--- src/rtl/expand_a_pkg.sv ---
// Shared types and constants for the ExpandA streaming generator and its FIFO.
package expand_a_pkg;

    localparam int unsigned N       = 256;
    localparam int unsigned COEFF_W = 23;
    localparam logic [COEFF_W-1:0] Q = 23'd8380417;
    localparam int unsigned KMAX    = 8;
    localparam int unsigned LMAX    = 7;
    localparam int unsigned ROW_W   = $clog2(KMAX);
    localparam int unsigned COL_W   = $clog2(LMAX);
    localparam int unsigned SEED_W  = 272;

    typedef enum logic [1:0] {
        ModeK4L4    = 2'd0,
        ModeK6L5    = 2'd1,
        ModeK8L7    = 2'd2,
        ModeInvalid = 2'd3
    } mode_e;

    typedef enum logic [1:0] {
        StIdle   = 2'd0,
        StLaunch = 2'd1,
        StRun    = 2'd2,
        StDrain  = 2'd3
    } state_e;

    typedef struct packed {
        logic [3:0] k;
        logic [3:0] l;
    } dims_t;

    typedef struct packed {
        logic [COEFF_W-1:0] coeff;
        logic [ROW_W-1:0]   row;
        logic [COL_W-1:0]   col;
        logic [7:0]         idx;
    } fifo_entry_t;

    // Grid size for a mode; the invalid mode falls back to 4x4 and is rejected by the caller.
    function automatic dims_t mode_dims(input mode_e mode);
        dims_t d;
        d.k = 4'd4;
        d.l = 4'd4;
        case (mode)
            ModeK6L5: begin
                d.k = 4'd6;
                d.l = 4'd5;
            end
            ModeK8L7: begin
                d.k = 4'd8;
                d.l = 4'd7;
            end
            default: ;
        endcase
        return d;
    endfunction

endpackage

--- src/rtl/expand_a_stream_if.sv ---
// Sampler handshake plus tagged output stream of the ExpandA generator.
interface expand_a_stream_if;
    import expand_a_pkg::*;

    logic                samp_start;
    logic                samp_abort;
    logic [SEED_W-1:0]   samp_seed;
    logic                samp_valid;
    logic [COEFF_W-1:0]  samp_coeff;
    logic                samp_ready;

    logic                out_valid;
    logic                out_ready;
    logic [COEFF_W-1:0]  out_coeff;
    logic [ROW_W-1:0]    out_row;
    logic [COL_W-1:0]    out_col;
    logic [7:0]          out_idx;
    logic                out_last;

    modport master (
        output samp_start, samp_abort, samp_seed, samp_ready,
        output out_valid, out_coeff, out_row, out_col, out_idx, out_last,
        input  samp_valid, samp_coeff, out_ready
    );

    modport slave (
        input  samp_start, samp_abort, samp_seed, samp_ready,
        input  out_valid, out_coeff, out_row, out_col, out_idx, out_last,
        output samp_valid, samp_coeff, out_ready
    );

endinterface

--- src/rtl/expand_a_fifo.sv ---
// Small synchronous FIFO of tagged coefficients with flush; DEPTH must be a power of two.
module expand_a_fifo
    import expand_a_pkg::*;
#(
    parameter int unsigned DEPTH = 4
) (
    input  logic        clk,
    input  logic        rst_n,
    input  logic        i_flush,
    input  logic        i_push,
    input  fifo_entry_t i_data,
    input  logic        i_pop,
    output fifo_entry_t o_data,
    output logic        o_full,
    output logic        o_empty
);
    localparam int unsigned PTR_W = $clog2(DEPTH);

    fifo_entry_t      r_mem [DEPTH];
    logic [PTR_W-1:0] r_wr_ptr;
    logic [PTR_W-1:0] r_rd_ptr;
    logic [PTR_W:0]   r_count;
    logic             w_wr;
    logic             w_rd;

    assign o_full  = (r_count == (PTR_W+1)'(DEPTH));
    assign o_empty = (r_count == '0);
    assign o_data  = r_mem[r_rd_ptr];
    assign w_wr    = i_push && !o_full;
    assign w_rd    = i_pop && !o_empty;

    always_ff @(posedge clk or negedge rst_n) begin
        if (!rst_n) begin
            for (int unsigned i = 0; i < DEPTH; i++) begin
                r_mem[i] <= '0;
            end
            r_wr_ptr <= '0;
            r_rd_ptr <= '0;
            r_count  <= '0;
        end else if (i_flush) begin
            r_wr_ptr <= '0;
            r_rd_ptr <= '0;
            r_count  <= '0;
        end else begin
            if (w_wr) begin
                r_mem[r_wr_ptr] <= i_data;
                r_wr_ptr        <= r_wr_ptr + 1'b1;
            end
            if (w_rd) begin
                r_rd_ptr <= r_rd_ptr + 1'b1;
            end
            case ({w_wr, w_rd})
                2'b10:   r_count <= r_count + 1'b1;
                2'b01:   r_count <= r_count - 1'b1;
                default: ;
            endcase
        end
    end

endmodule

--- src/rtl/expand_a_stream.sv ---
// Walks the K x L grid of matrix A, sequences the shared rejection sampler and streams
// its coefficients out tagged with (row, col, idx).
module expand_a_stream
    import expand_a_pkg::*;
#(
    parameter int unsigned FIFO_DEPTH = 4
) (
    input  logic              clk,
    input  logic              rst_n,
    input  logic              i_start,
    input  logic              i_abort,
    input  logic [1:0]        i_mode,
    input  logic [255:0]      i_rho,
    output logic              o_busy,
    output logic              o_done,
    output logic              o_err,
    expand_a_stream_if.master bus
);
    state_e            r_state, w_state_d;
    logic [255:0]      r_rho, w_rho_d;
    logic [ROW_W-1:0]  r_row, w_row_d, r_row_max, w_row_max_d;
    logic [COL_W-1:0]  r_col, w_col_d, r_col_max, w_col_max_d;
    logic [7:0]        r_idx, w_idx_d;
    logic [SEED_W-1:0] r_seed, w_seed_d;
    logic              r_err, w_err_d;
    logic              r_done, w_done_d;
    logic              r_samp_abort;
    logic              w_full, w_empty, w_push, w_pop;
    fifo_entry_t       w_wr_entry, w_head;
    dims_t             w_dims;

    assign w_dims          = mode_dims(mode_e'(i_mode));
    assign bus.samp_ready  = !w_full && (r_state == StRun);
    assign w_push          = bus.samp_valid && bus.samp_ready;
    assign w_pop           = bus.out_valid && bus.out_ready;
    assign bus.samp_start  = (r_state == StLaunch);
    assign bus.samp_abort  = r_samp_abort;
    assign bus.samp_seed   = r_seed;
    assign o_busy          = (r_state != StIdle);
    assign o_done          = r_done;
    assign o_err           = r_err;

    assign w_wr_entry.coeff = bus.samp_coeff;
    assign w_wr_entry.row   = r_row;
    assign w_wr_entry.col   = r_col;
    assign w_wr_entry.idx   = r_idx;

    always_comb begin
        w_state_d   = r_state;
        w_rho_d     = r_rho;
        w_row_d     = r_row;
        w_col_d     = r_col;
        w_row_max_d = r_row_max;
        w_col_max_d = r_col_max;
        w_idx_d     = r_idx;
        w_seed_d    = r_seed;
        w_err_d     = r_err;
        w_done_d    = 1'b0;
        if (i_abort) begin
            w_state_d = StIdle;
        end else begin
            unique case (r_state)
                StIdle: begin
                    if (i_start) begin
                        if (mode_e'(i_mode) == ModeInvalid) begin
                            w_err_d = 1'b1;
                        end else begin
                            w_rho_d     = i_rho;
                            w_row_max_d = ROW_W'(w_dims.k - 4'd1);
                            w_col_max_d = COL_W'(w_dims.l - 4'd1);
                            w_row_d     = '0;
                            w_col_d     = '0;
                            w_err_d     = 1'b0;
                            w_state_d   = StLaunch;
                        end
                    end
                end
                StLaunch: begin
                    w_idx_d   = '0;
                    w_state_d = StRun;
                end
                StRun: begin
                    if (w_push) begin
                        w_idx_d = r_idx + 8'd1;
                        if (bus.samp_coeff >= Q) begin
                            w_err_d = 1'b1;
                        end
                        // Row-major walk: the column is the inner loop.
                        if (r_idx == 8'hFF) begin
                            if (r_col != r_col_max) begin
                                w_col_d   = r_col + 1'b1;
                                w_state_d = StLaunch;
                            end else if (r_row != r_row_max) begin
                                w_row_d   = r_row + 1'b1;
                                w_col_d   = '0;
                                w_state_d = StLaunch;
                            end else begin
                                w_state_d = StDrain;
                            end
                        end
                    end
                end
                StDrain: begin
                    if (w_empty) begin
                        w_done_d  = 1'b1;
                        w_state_d = StIdle;
                    end
                end
                default: w_state_d = StIdle;
            endcase
        end
        // Seed is registered on entry to LAUNCH so it is valid alongside samp_start.
        if (w_state_d == StLaunch) begin
            w_seed_d = {8'(w_row_d), 8'(w_col_d), w_rho_d};
        end
    end

    always_ff @(posedge clk or negedge rst_n) begin
        if (!rst_n) begin
            r_state      <= StIdle;
            r_rho        <= '0;
            r_row        <= '0;
            r_col        <= '0;
            r_row_max    <= '0;
            r_col_max    <= '0;
            r_idx        <= '0;
            r_seed       <= '0;
            r_err        <= 1'b0;
            r_done       <= 1'b0;
            r_samp_abort <= 1'b0;
        end else begin
            r_state      <= w_state_d;
            r_rho        <= w_rho_d;
            r_row        <= w_row_d;
            r_col        <= w_col_d;
            r_row_max    <= w_row_max_d;
            r_col_max    <= w_col_max_d;
            r_idx        <= w_idx_d;
            r_seed       <= w_seed_d;
            r_err        <= w_err_d;
            r_done       <= w_done_d;
            r_samp_abort <= i_abort;
        end
    end

    expand_a_fifo #(
        .DEPTH (FIFO_DEPTH)
    ) u_fifo (
        .clk     (clk),
        .rst_n   (rst_n),
        .i_flush (i_abort),
        .i_push  (w_push),
        .i_data  (w_wr_entry),
        .i_pop   (w_pop),
        .o_data  (w_head),
        .o_full  (w_full),
        .o_empty (w_empty)
    );

    assign bus.out_valid = !w_empty;
    assign bus.out_coeff = w_head.coeff;
    assign bus.out_row   = w_head.row;
    assign bus.out_col   = w_head.col;
    assign bus.out_idx   = w_head.idx;
    assign bus.out_last  = bus.out_valid && (w_head.row == r_row_max)
                           && (w_head.col == r_col_max) && (w_head.idx == 8'hFF);

endmodule

--- src/flat_wrapper.sv ---
// flat-port wrapper written by rule: the top's interface ports become plain ports
module expand_a_stream_flat import expand_a_pkg::*;
#(
    parameter int unsigned FIFO_DEPTH = 4
)
  (clk, rst_n, i_start, i_abort, i_mode, i_rho, o_busy, o_done, o_err, bus_samp_start, bus_samp_abort, bus_samp_seed, bus_samp_ready, bus_out_valid, bus_out_coeff, bus_out_row, bus_out_col, bus_out_idx, bus_out_last, bus_samp_valid, bus_samp_coeff, bus_out_ready);
  expand_a_stream_if bus_i ();
  input  logic clk;
  input  logic rst_n;
  input  logic i_start;
  input  logic i_abort;
  input  logic [1:0] i_mode;
  input  logic [255:0] i_rho;
  output logic o_busy;
  output logic o_done;
  output logic o_err;
  output wire logic [$bits(bus_i.samp_start)-1:0] bus_samp_start;
  output wire logic [$bits(bus_i.samp_abort)-1:0] bus_samp_abort;
  output wire logic [$bits(bus_i.samp_seed)-1:0] bus_samp_seed;
  output wire logic [$bits(bus_i.samp_ready)-1:0] bus_samp_ready;
  output wire logic [$bits(bus_i.out_valid)-1:0] bus_out_valid;
  output wire logic [$bits(bus_i.out_coeff)-1:0] bus_out_coeff;
  output wire logic [$bits(bus_i.out_row)-1:0] bus_out_row;
  output wire logic [$bits(bus_i.out_col)-1:0] bus_out_col;
  output wire logic [$bits(bus_i.out_idx)-1:0] bus_out_idx;
  output wire logic [$bits(bus_i.out_last)-1:0] bus_out_last;
  input wire logic [$bits(bus_i.samp_valid)-1:0] bus_samp_valid;
  input wire logic [$bits(bus_i.samp_coeff)-1:0] bus_samp_coeff;
  input wire logic [$bits(bus_i.out_ready)-1:0] bus_out_ready;
  assign bus_samp_start = bus_i.samp_start;
  assign bus_samp_abort = bus_i.samp_abort;
  assign bus_samp_seed = bus_i.samp_seed;
  assign bus_samp_ready = bus_i.samp_ready;
  assign bus_out_valid = bus_i.out_valid;
  assign bus_out_coeff = bus_i.out_coeff;
  assign bus_out_row = bus_i.out_row;
  assign bus_out_col = bus_i.out_col;
  assign bus_out_idx = bus_i.out_idx;
  assign bus_out_last = bus_i.out_last;
  assign bus_i.samp_valid = bus_samp_valid;
  assign bus_i.samp_coeff = bus_samp_coeff;
  assign bus_i.out_ready = bus_out_ready;
  expand_a_stream #(.FIFO_DEPTH(FIFO_DEPTH)) u_core (.clk(clk), .rst_n(rst_n), .i_start(i_start), .i_abort(i_abort), .i_mode(i_mode), .i_rho(i_rho), .o_busy(o_busy), .o_done(o_done), .o_err(o_err), .bus(bus_i));
endmodule
--- config.mk ---
export PLATFORM = sky130hd
export DESIGN_NAME = expand_a_stream_flat
export DESIGN_NICKNAME = d
export VERILOG_FILES = /design/src/rtl/expand_a_pkg.sv /design/src/rtl/expand_a_stream_if.sv /design/src/rtl/expand_a_fifo.sv /design/src/rtl/expand_a_stream.sv /design/src/flat_wrapper.sv
export SDC_FILE = /design/constraint.sdc
export NUM_CORES = 1
export LEC_CHECK = 0
export CORE_UTILIZATION = 40
export CTS_CLUSTER_DIAMETER = 40
export DETAILED_ROUTE_END_ITERATION = 10
export HOLD_SLACK_MARGIN = 0.03
export MAX_ROUTING_LAYER = met4
export PLACE_DENSITY = 0.79
export SLEW_MARGIN = 10
export SYNTH_ARGS = -nofsm -noshare
export SYNTH_HDL_FRONTEND = slang
export SYNTH_SLANG_ARGS = --single-unit
--- constraint.sdc ---
create_clock -name clk -period 2.2 [get_ports clk]
set_clock_uncertainty 0.1 [all_clocks]
set_input_delay 0.33 -clock clk [delete_from_list [all_inputs] [get_ports clk]]
set_output_delay 0.33 -clock clk [all_outputs]
set_load 0.005 [all_outputs]
==> run summary, run 1 <==
Final Cell Area -> 42610 sq um
Worst Tran Pin Value -> 609.1 ps
DP Worst Slack -> -728.2 ps
Placer's final routability congestion estimate -> 0.8723
Port buffer count -> 593
Compound-cell area share of the yosys netlist -> 0.008429
TritonCTS clock tree -> yes
Most common cell after layout, fill and taps aside -> dfrtp_1
Starting Density -> 0.4070
Post-layout worst setup margin -> -873.9 ps
Pint -> 36.43 mW
Pin count of the biggest net entering global routing -> 96
Final Hold Fails -> 0
Die W -> 269.6 microns
Final core occ -> 0.6054
Area of the die -> 72690 sq um
Simple-Gate Fraction of Synth Area -> 0.01747
Placed Cells incl. Taps -> 3261
Max_slew headroom -> 0.5939
Area Growth Syn to Fin -> 48.74%
Buf+Inv Stages, Crit Path -> 2
Arrival @ worst endpoint -> 2640 ps
Yosys top cell area share -> 0.6079
H-tree depth -> 3
GR Overflow Total -> 0
Part of the power in registers -> 0.369
P_sw -> 13.80 mW
All-Layer GR Usage -> 0.2405
Final nets -> 2830
Mapped Area -> 28650 sq um
Total Power -> 50.23 mW
Multiplexer share of the synthesized area -> 0.3215
Hold Crit Class -> input port to async pin
Minimum clock period -> 3074 ps
F_max -> 325.3 MHz
CTS root buffer -> clkbuf_16
Switching Fraction -> 0.2747
VDD IR max -> 0.7679 mV
Clock buffer depth -> 3
DP HPWL -> 54110 microns
Power Density -> 1179 nW/um^2
Fin cells -> 3574
Routed vias/inst -> 5.061
First-pass GRT wire length -> 129300 microns
Vias in the first global route -> 20330
Seq/Total Area, Yosys -> 0.6079
Ranking of synthesized cells by area -> dfrtp_1 (61%), mux2_2 (17%), mux2_4 (12%)
Critical Path Fanout Max -> 6
Clk pwr share -> 0.320
Clock slew at reported path FFs -> 60 ps
Synth Area in Adders -> 0.004629
Post-Place Cell Area -> 36530 sq um
Clock Sink Count -> 696
Synth area leader -> dfrtp_1
Leak pwr -> 18.92 nW
Synth Flop Type -> dfrtp_1
CP Class -> flop to output port
RSZ-0062 raised after global routing -> true
Slowest-stage cell, CP -> mux4_2
Floorplan core area -> 70390 sq um
Residual DRC -> 0
Most frequent cells in the layout -> dfrtp_1 (693), clkdlybuf4s50_1 (548), mux2_2 (384), mux2_4 (280), clkbuf_16 (113)
Asr flop ratio synth -> 1.000
Min Hold Slack -> 73.70 ps
Ports -> 604
Worst Path Required -> 1770 ps
EDFF count, synth -> 0
Wire per inst -> 24.48 microns
Share of cells above drive strength 1 -> 0.4637
CP endpoint kind -> output port
Post-synthesis xor/xnor area fraction -> 0.006944
ANT nets after route -> 0
Via Count -> 18090
Critical-path cell list -> buf_4 -> mux4_2 -> xnor2_2 -> nand4_1 -> a2111oi_4 -> buf_2
#FFs+latches synth -> 696
Post-Route WL -> 87490 microns
Die Ht -> 269.6 microns
Pre-Repair DR Iteration Count -> 5
Clk Latency, worst-skew pair -> 650 ps
Setup TNS Final -> -97410 ps
Top cell family by delay on the critical path -> multiplexers
CP startpoint kind -> flop
Initial antenna violation count -> 18
Final Max Tran Viols -> 0
Core Rows -> 97
Combinational power share -> 0.311
Final count of negative-setup-slack endpoints -> 431
Violated checks -> setup timing
CP max stage delay -> 530 ps
Main combinational cell family by area after synthesis -> multiplexers
Number of library cell types mapped by synthesis -> 54
# fillers -> 4842
Post-Syn Instances -> 1670
Status -> finished with violations
Final worst-path cycle share -> 1.397
Avg Inst Size Synth -> 17.15 sq um
Drt initial violations -> 968
Max cap viols -> 0
Num CTS Buffers -> 99
Synth warn -> 0
[repair_timing]
action                                 CTS  global route
gates resized for setup                270           137
setup buffers                           68            37
pin swaps                               10            17
hold buffers                             1             0
setup endpoints to repair              303           579
gates cloned                            32            16
endpoints found under the hold margin  675             0
[worst register-to-register path, stage by stage, from the launching register on]
cell	delay (ps)
dfrtp_1	410
nand3b_1	290
nor4_4	380
o21a_1	210
o21a_4	200
buf_12	140
buf_12	140
buf_12	140
buf_12	110
buf_8	110
mux2_4	290
[power by group through the flow]
| stage | Sequential [mW] | Clock, mW | Combinational, mW |
|---|---|---|---|
| after global routing | 18.9 | 16.9 | 16.4 |
| after global placement | 18.3 | 0 | 13.9 |
| final | 18.5 | 16.1 | 15.6 |
| after detailed placement | 18.5 | 0 | 14.3 |
| after floorplan | 18.3 | 0 | 6.26 |
| after CTS | 18.4 | 16.3 | 15.5 |
[Yosys cell counts (2+ instances only)]
master	count
xnor2_2	2
and2_1	6
nand3_2	2
inv_1	6
o21a_1	3
nor4_1	3
or3_1	3
nand2_1	8
nand4_1	10
a21o_1	2
nor3_1	6
and3_1	7
buf_12	22
xnor2_1	9
a21oi_1	6
dfrtp_1	696
nand3_1	6
o21ai_0	6
buf_6	6
a31oi_1	4
mux2_4	230
a32o_1	2
nor2_1	25
o2111ai_1	2
mux2i_1	6
ha_1	9
nor2b_1	4
mux2_2	433
o31ai_1	2
a22o_1	3
buf_2	54
buf_1	2
xor2_1	10
buf_4	14
clkbuf_1	7
mux4_2	36
[kinds of logic after synthesis]
kind of cell,after synthesis
fa+ha+maj,10
mux,706
flops,696
xor+xnor,21
compound gates,35
other cells,1
buf+inv,112
simple gates,89
[sequential cells by signal, summed over array words and instances (netlist names)]
register	flops
u_core.bus.samp_abort	1
u_core.bus.samp_seed	262
u_core.o_done	1
u_core.o_err	1
u_core.r_col	3
u_core.r_col_max	3
u_core.r_idx	8
u_core.r_rho	256
u_core.r_row	3
u_core.r_row_max	1
u_core.r_state	2
u_core.u_fifo.r_count	3
u_core.u_fifo.r_mem	148
u_core.u_fifo.r_rd_ptr	2
u_core.u_fifo.r_wr_ptr	2
[routing by layer]
layer | GRT usage | share of wire
met2 | 0.3967 | 0.51
met1 | 0.2782 | 0.39
met3 | 0.06341 | 0.064
met4 | 0.09809 | 0.035
met5 | - | 0
[cell type report]
| cell class | count | area, sq um | share of cell area |
|---|---|---|---|
| Multi-Input combinational cell | 871 | 10740 | 0.2520 |
| Antenna cell | 18 | 45.04 | 0.001057 |
| Timing Repair Buffer | 858 | 9781 | 0.2295 |
| Sequential cell | 696 | 17420 | 0.4088 |
| Clock buffer | 124 | 2683 | 0.06295 |
| Clock inverter | 60 | 742.0 | 0.01741 |
| Tap cell | 940 | 1176 | 0.02760 |
| Inverter | 7 | 26.28 | 0.0006166 |
[worst paths after layout]
path | start | endpoint | slack, ps | cells after the start
setup / recovery | u_core.u_fifo.r_rd_ptr[0] | bus_out_last | -870 | 6
hold / removal | rst_n | u_core.u_fifo.r_mem[26] | 70 | 2
setup reg to reg | u_core.r_state[0] | u_core.bus.samp_seed[222] | -440 | 10
hold reg to reg | u_core.r_rho[88] | u_core.r_rho[88] | 390 | 1
max in group asynchronous | rst_n | u_core.bus.samp_seed[111] | 950 | 3
min in group clk | i_rho[86] | u_core.r_rho[86] | 200 | 2
No activity file was read; power rests on OpenSTA's default activity.
==> inputs of run 2 (changes only) <==
- PLACE_DENSITY: 0.79 -> 0.76
- clock period: 2.2 -> 3.3 ns (I/O delays scaled with it)
==> run 2 against run 1 <==
The run now ends clean. Via count is 7.6% lower. Die area is the same. Clock power fell by 30%. Cell count decreased by 5.1%. Sequential share of layout area rose by 3.2 points. Utilization down 4.3 points. Setup slack improved by 970 ps. Global-route usage is 3.3 points lower. Register-to-register slack better by 970 ps.
==> run summary, run 2 (synthesis results as in run 1) <==
Max cap viols -> 0
Leak pwr -> 17.33 nW
Final core occ -> 0.5620
Floorplan core area -> 70390 sq um
Clock buffer depth -> 3
Num CTS Buffers -> 102
# fillers -> 5295
DP HPWL -> 51520 microns
Placed Cells incl. Taps -> 3186
Drt initial violations -> 830
First-pass GRT wire length -> 114300 microns
Buf+Inv Stages, Crit Path -> 2
Largest register FFs -> 262
Die W -> 269.6 microns
Max_slew headroom -> 0.4234
Critical Path Fanout Max -> 6
Final nets -> 2654
Clock slew at reported path FFs -> 50 ps
GR Overflow Total -> 0
Pin count of the biggest net entering global routing -> 92
Die Ht -> 269.6 microns
Hold Crit Class -> input port to async pin
CP endpoint kind -> output port
Clock Sink Count -> 696
Setup TNS Final -> 0 ps
Area Growth Syn to Fin -> 38.09%
Final worst-path cycle share -> 0.9705
Final Hold Fails -> 0
Share of cells above drive strength 1 -> 0.4035
R2R Path Start -> u_core.r_idx[0]
Vias in the first global route -> 18900
Arrival @ worst endpoint -> 2610 ps
CP Class -> flop to output port
CTS root buffer -> clkbuf_16
F_max -> 312.2 MHz
Most common cell after layout, fill and taps aside -> dfrtp_1
Worst Path Required -> 2700 ps
Most frequent cells in the layout -> dfrtp_1 (694), clkdlybuf4s50_1 (589), mux2_2 (433), mux2_4 (230), clkbuf_16 (106)
Routed vias/inst -> 4.930
Clk Latency, worst-skew pair -> 640 ps
Worst Tran Pin Value -> 855.9 ps
Starting Density -> 0.4070
Top cell family by delay on the critical path -> multiplexers
Fin cells -> 3392
H-tree depth -> 3
TritonCTS clock tree -> yes
Minimum clock period -> 3203 ps
Via Count -> 16720
CP startpoint kind -> flop
ANT nets after route -> 0
Final count of negative-setup-slack endpoints -> 0
Initial antenna violation count -> 6
CP Launch Point -> u_core.u_fifo.r_rd_ptr[0]
Ports -> 604
Placer's final routability congestion estimate -> 0.8512
Wire per inst -> 21.53 microns
Residual DRC -> 0
Post-Route WL -> 73030 microns
Final Max Tran Viols -> 0
Slowest-stage cell, CP -> mux4_2
Power Density -> 829.0 nW/um^2
Area of the die -> 72690 sq um
VDD IR max -> 0.4677 mV
Critical-path cell list -> buf_4 -> mux4_2 -> or3_4 -> a2111oi_4 -> buf_2
CP max stage delay -> 510 ps
Port buffer count -> 593
All-Layer GR Usage -> 0.2079
Core Rows -> 97
Status -> finished clean
Pre-Repair DR Iteration Count -> 7
==> run 2: cell count changes in the layout (fill, tap and decap cells not counted), moves of 12 or more <==
cell,previous run,this run
buf_16,30,1
buf_4,93,57
diode_2,18,6
clkdlybuf4s50_1,548,589
buf_6,53,1
mux2_2,384,433
buf_8,21,1
buf_12,67,25
mux2_4,280,230
clkbuf_2,19,0
==> run 2: repair_timing <==
action | in CTS | in global routing
gates resized for setup | 12 | 4
hold buffers | 1 | 0
setup buffers | 4 | 2
hold endpoints to repair | 55 | 0
pin swaps | 2 | 1
cloned | 0 | 1
setup endpoints to repair | 22 | 20
==> run 2: layout make-up <==
cell class              instances  area (sq um)  share of cell area
flip-flops and latches        696         17420              0.4403
repair buffers                679          6943              0.1755
clock inverters                65         792.0             0.02002
diodes                          6         15.01           0.0003795
multi-input cells             871         10370              0.2620
well taps                     940          1176             0.02973
inverters                       7         26.28           0.0006642
clock buffers                 128          2824             0.07138
==> run 2: final timing paths <==
check / end / slack (ps) / cells past startpoint
worst max-delay path: bus_out_last / 100 / 5
worst min-delay path: u_core.r_rho[246] / 380 / 2
worst max register to register: u_core.bus.samp_seed[14] / 530 / 8
worst min register to register: u_core.bus.samp_seed[256] / 390 / 1
max in group asynchronous: u_core.bus.samp_seed[27] / 1720 / 3
min in group clk: u_core.r_rho[141] / 380 / 2
==> run 2: per-layer routing <==
layer | track usage | routed length (microns) | vias up
met5 | - | 0 | -
met4 | 0.08239 | 2276 | 0
met3 | 0.06127 | 5284 | 133
met2 | 0.3403 | 36870 | 562
met1 | 0.2395 | 28600 | 8658
li1 | - | - | 7370
==> run 2: power by group <==
part	internal [mW]	switching (mW)	total [mW]
Clock	6.98	4.19	11.2
Sequential	11.0	1.34	12.3
Combinational	6.24	3.08	9.31
Total	24.2	8.61	32.8
==> run 2: through the flow <==
step / worst slack, ps / total power [mW] / hold WS (ps) / instance area, sq um
2_1_floorplan: 848.7 / 16.34 / 99.41 / 28680
3_3_place_gp: -167.7 / 21.24 / 369.1 / 35810
3_5_place_dp: -83.97 / 21.63 / 380.4 / 35810
4_1_cts: 21.95 / 33.06 / 324.7 / 39490
5_1_grt: -2.088 / 34.25 / 344.0 / 39560
6_report: 97.28 / 32.80 / 382.2 / 39560
==> inputs of run 3 (changes only) <==
- CORE_UTILIZATION: 40 -> 51
- PLACE_DENSITY: 0.76 -> 0.91
==> run 3 against run 2 <==
Setup slack got worse by 22 ps. Sequential share of layout area rose by 0.62 points. Hold slack got worse by 8.3 ps. Power barely moved. Cell count fell by 6.2%. Clock power fell by 5%. Critical path type unchanged. Global-route usage rose by 8.2 points.
==> run summary, run 3 (synthesis results as in run 1) <==
Min Hold Slack -> 374.0 ps
Core Rows -> 86
Worst Tran Pin Value -> 670.4 ps
Clock slew at reported path FFs -> 60 ps
Final worst-path cycle share -> 0.9771
Final Max Tran Viols -> 0
Buf+Inv Stages, Crit Path -> 3
Ports -> 604
Post-Place Cell Area -> 35560 sq um
Port buffer count -> 593
Power Density -> 840.1 nW/um^2
CP max stage delay -> 560 ps
Largest register FFs -> 262
Most frequent cells in the layout -> dfrtp_1 (695), clkdlybuf4s50_1 (589), mux2_2 (433), mux2_4 (230), clkbuf_16 (94)
Starting Density -> 0.5180
First-pass GRT wire length -> 121800 microns
CTS root buffer -> clkbuf_16
DP HPWL -> 53200 microns
Final Hold Fails -> 0
Pre-Repair DR Iteration Count -> 5
Final count of negative-setup-slack endpoints -> 0
Clk Latency, worst-skew pair -> 630 ps
Arrival @ worst endpoint -> 2630 ps
Most common cell after layout, fill and taps aside -> dfrtp_1
VDD IR max -> 0.6325 mV
Worst Path Required -> 2700 ps
Hold Crit Class -> input port to async pin
ANT nets after route -> 0
TritonCTS clock tree -> yes
Via Count -> 17580
Top cell family by delay on the critical path -> buffers and inverters
Status -> finished clean
DP Worst Slack -> -95.92 ps
Drt initial violations -> 962
Leak pwr -> 17.17 nW
Post-Route WL -> 83370 microns
Final core occ -> 0.7053
Final nets -> 2640
Slowest-stage cell, CP -> mux4_2
H-tree depth -> 3
Initial antenna violation count -> 13
CP endpoint kind -> output port
Num CTS Buffers -> 93
Wire per inst -> 26.20 microns
All-Layer GR Usage -> 0.2900
Critical Path Fanout Max -> 11
CP startpoint kind -> flop
Routed vias/inst -> 5.524
Clock Sink Count -> 696
Die W -> 239.0 microns
Max cap viols -> 0
Minimum clock period -> 3225 ps
CP Class -> flop to output port
Vias in the first global route -> 19490
Residual DRC -> 0
Area of the die -> 57130 sq um
Final Cell Area -> 39010 sq um
Pin count of the biggest net entering global routing -> 89
Post-layout worst setup margin -> 75.47 ps
GR Overflow Total -> 0
Area Growth Syn to Fin -> 36.17%
F_max -> 310.1 MHz
Die Ht -> 239.0 microns
Critical-path cell list -> buf_4 -> clkbuf_16 -> mux4_2 -> clkdlybuf4s50_1
Max_slew headroom -> 0.5531
RSZ-0062 raised after global routing -> false
Placer's final routability congestion estimate -> 0.8663
Floorplan core area -> 55310 sq um
Clock buffer depth -> 3
Share of cells above drive strength 1 -> 0.3988
==> run 3: cell count changes in the layout (fill, tap and decap cells not counted), moves of 2 or more <==
cell        change
clkinv_2        -2
clkbuf_1        -8
buf_4           -9
clkbuf_16      -12
buf_12          +3
clkinvlp_4      -6
and2_1          +4
diode_2         +8
and2_2          -4
inv_6           +6
==> run 3: worst register-to-register path, cell delays in order (launching register included) <==
cell and delay [ps]:
dfrtp_1 590, nand3b_1 230, nor4_2 420, o21a_1 230, o21a_4 200, buf_12 260
buf_4 320, mux2_2 390
==> run 3: report_power, final <==
group | leakage [nW] | internal, mW | switching (mW)
Clock | 1.59 | 6.41 | 4.17
Sequential | 8.54 | 11.0 | 1.52
Combinational | 7.03 | 6.25 | 3.45
Total | 17.2 | 23.6 | 9.13
==> run 3: layer usage <==
layer,vias to the layer above,part of all wire,GRT usage
met5,-,0,-
met4,0,0.045,0.1377
met3,220,0.078,0.08303
met2,740,0.52,0.4871
met1,9275,0.36,0.3168
li1,7342,-,-
==> run 3: timing repair <==
item                                    in CTS  in global routing
endpoints found under the setup margin      22                  8
hold buffers                                 1                  0
endpoints found under the hold margin       56                  0
resized for setup                           11                  5
pin swaps                                    2                  0
cloned                                       0                  1
setup buffers                                7                  0
==> run 3: layout make-up <==
type	instances	area [sq um]
timing repair buffer	674	6947
sequential	696	17420
tap	748	935.9
clock buffer	108	2494
antenna	14	35.03
fill	3201	16300
clock inverter	64	789.5
multi-input combinational	871	10360
inverter	7	26.28
==> run 3: path summary, 6_finish.rpt <==
check / start / to / slack [ps] / cells past startpoint
setup / recovery: u_core.u_fifo.r_rd_ptr[0] / bus_out_coeff[22] / 80 / 4
hold / removal: rst_n / u_core.bus.samp_seed[16] / 370 / 2
setup reg to reg: u_core.r_state[1] / u_core.bus.samp_seed[22] / 450 / 7
hold reg to reg: u_core.r_rho[254] / u_core.r_rho[254] / 390 / 1
max in group asynchronous: rst_n / u_core.bus.samp_seed[247] / 1670 / 3
min in group clk: i_rho[44] / u_core.r_rho[44] / 390 / 2
==> run 3: through the flow <==
| stage | total power, mW | instances | TNS (ps) |
|---|---|---|---|
| 3_3_place_gp | 21.18 | 2988 | -151.0 |
| 4_1_cts | 32.68 | 3167 | 0 |
| 5_1_grt | 33.89 | 3181 | 0 |
| 6_report | 32.77 | 3182 | 0 |
| 3_5_place_dp | 21.73 | 2988 | -95.92 |
| 2_1_floorplan | 16.34 | 1679 | 0 |
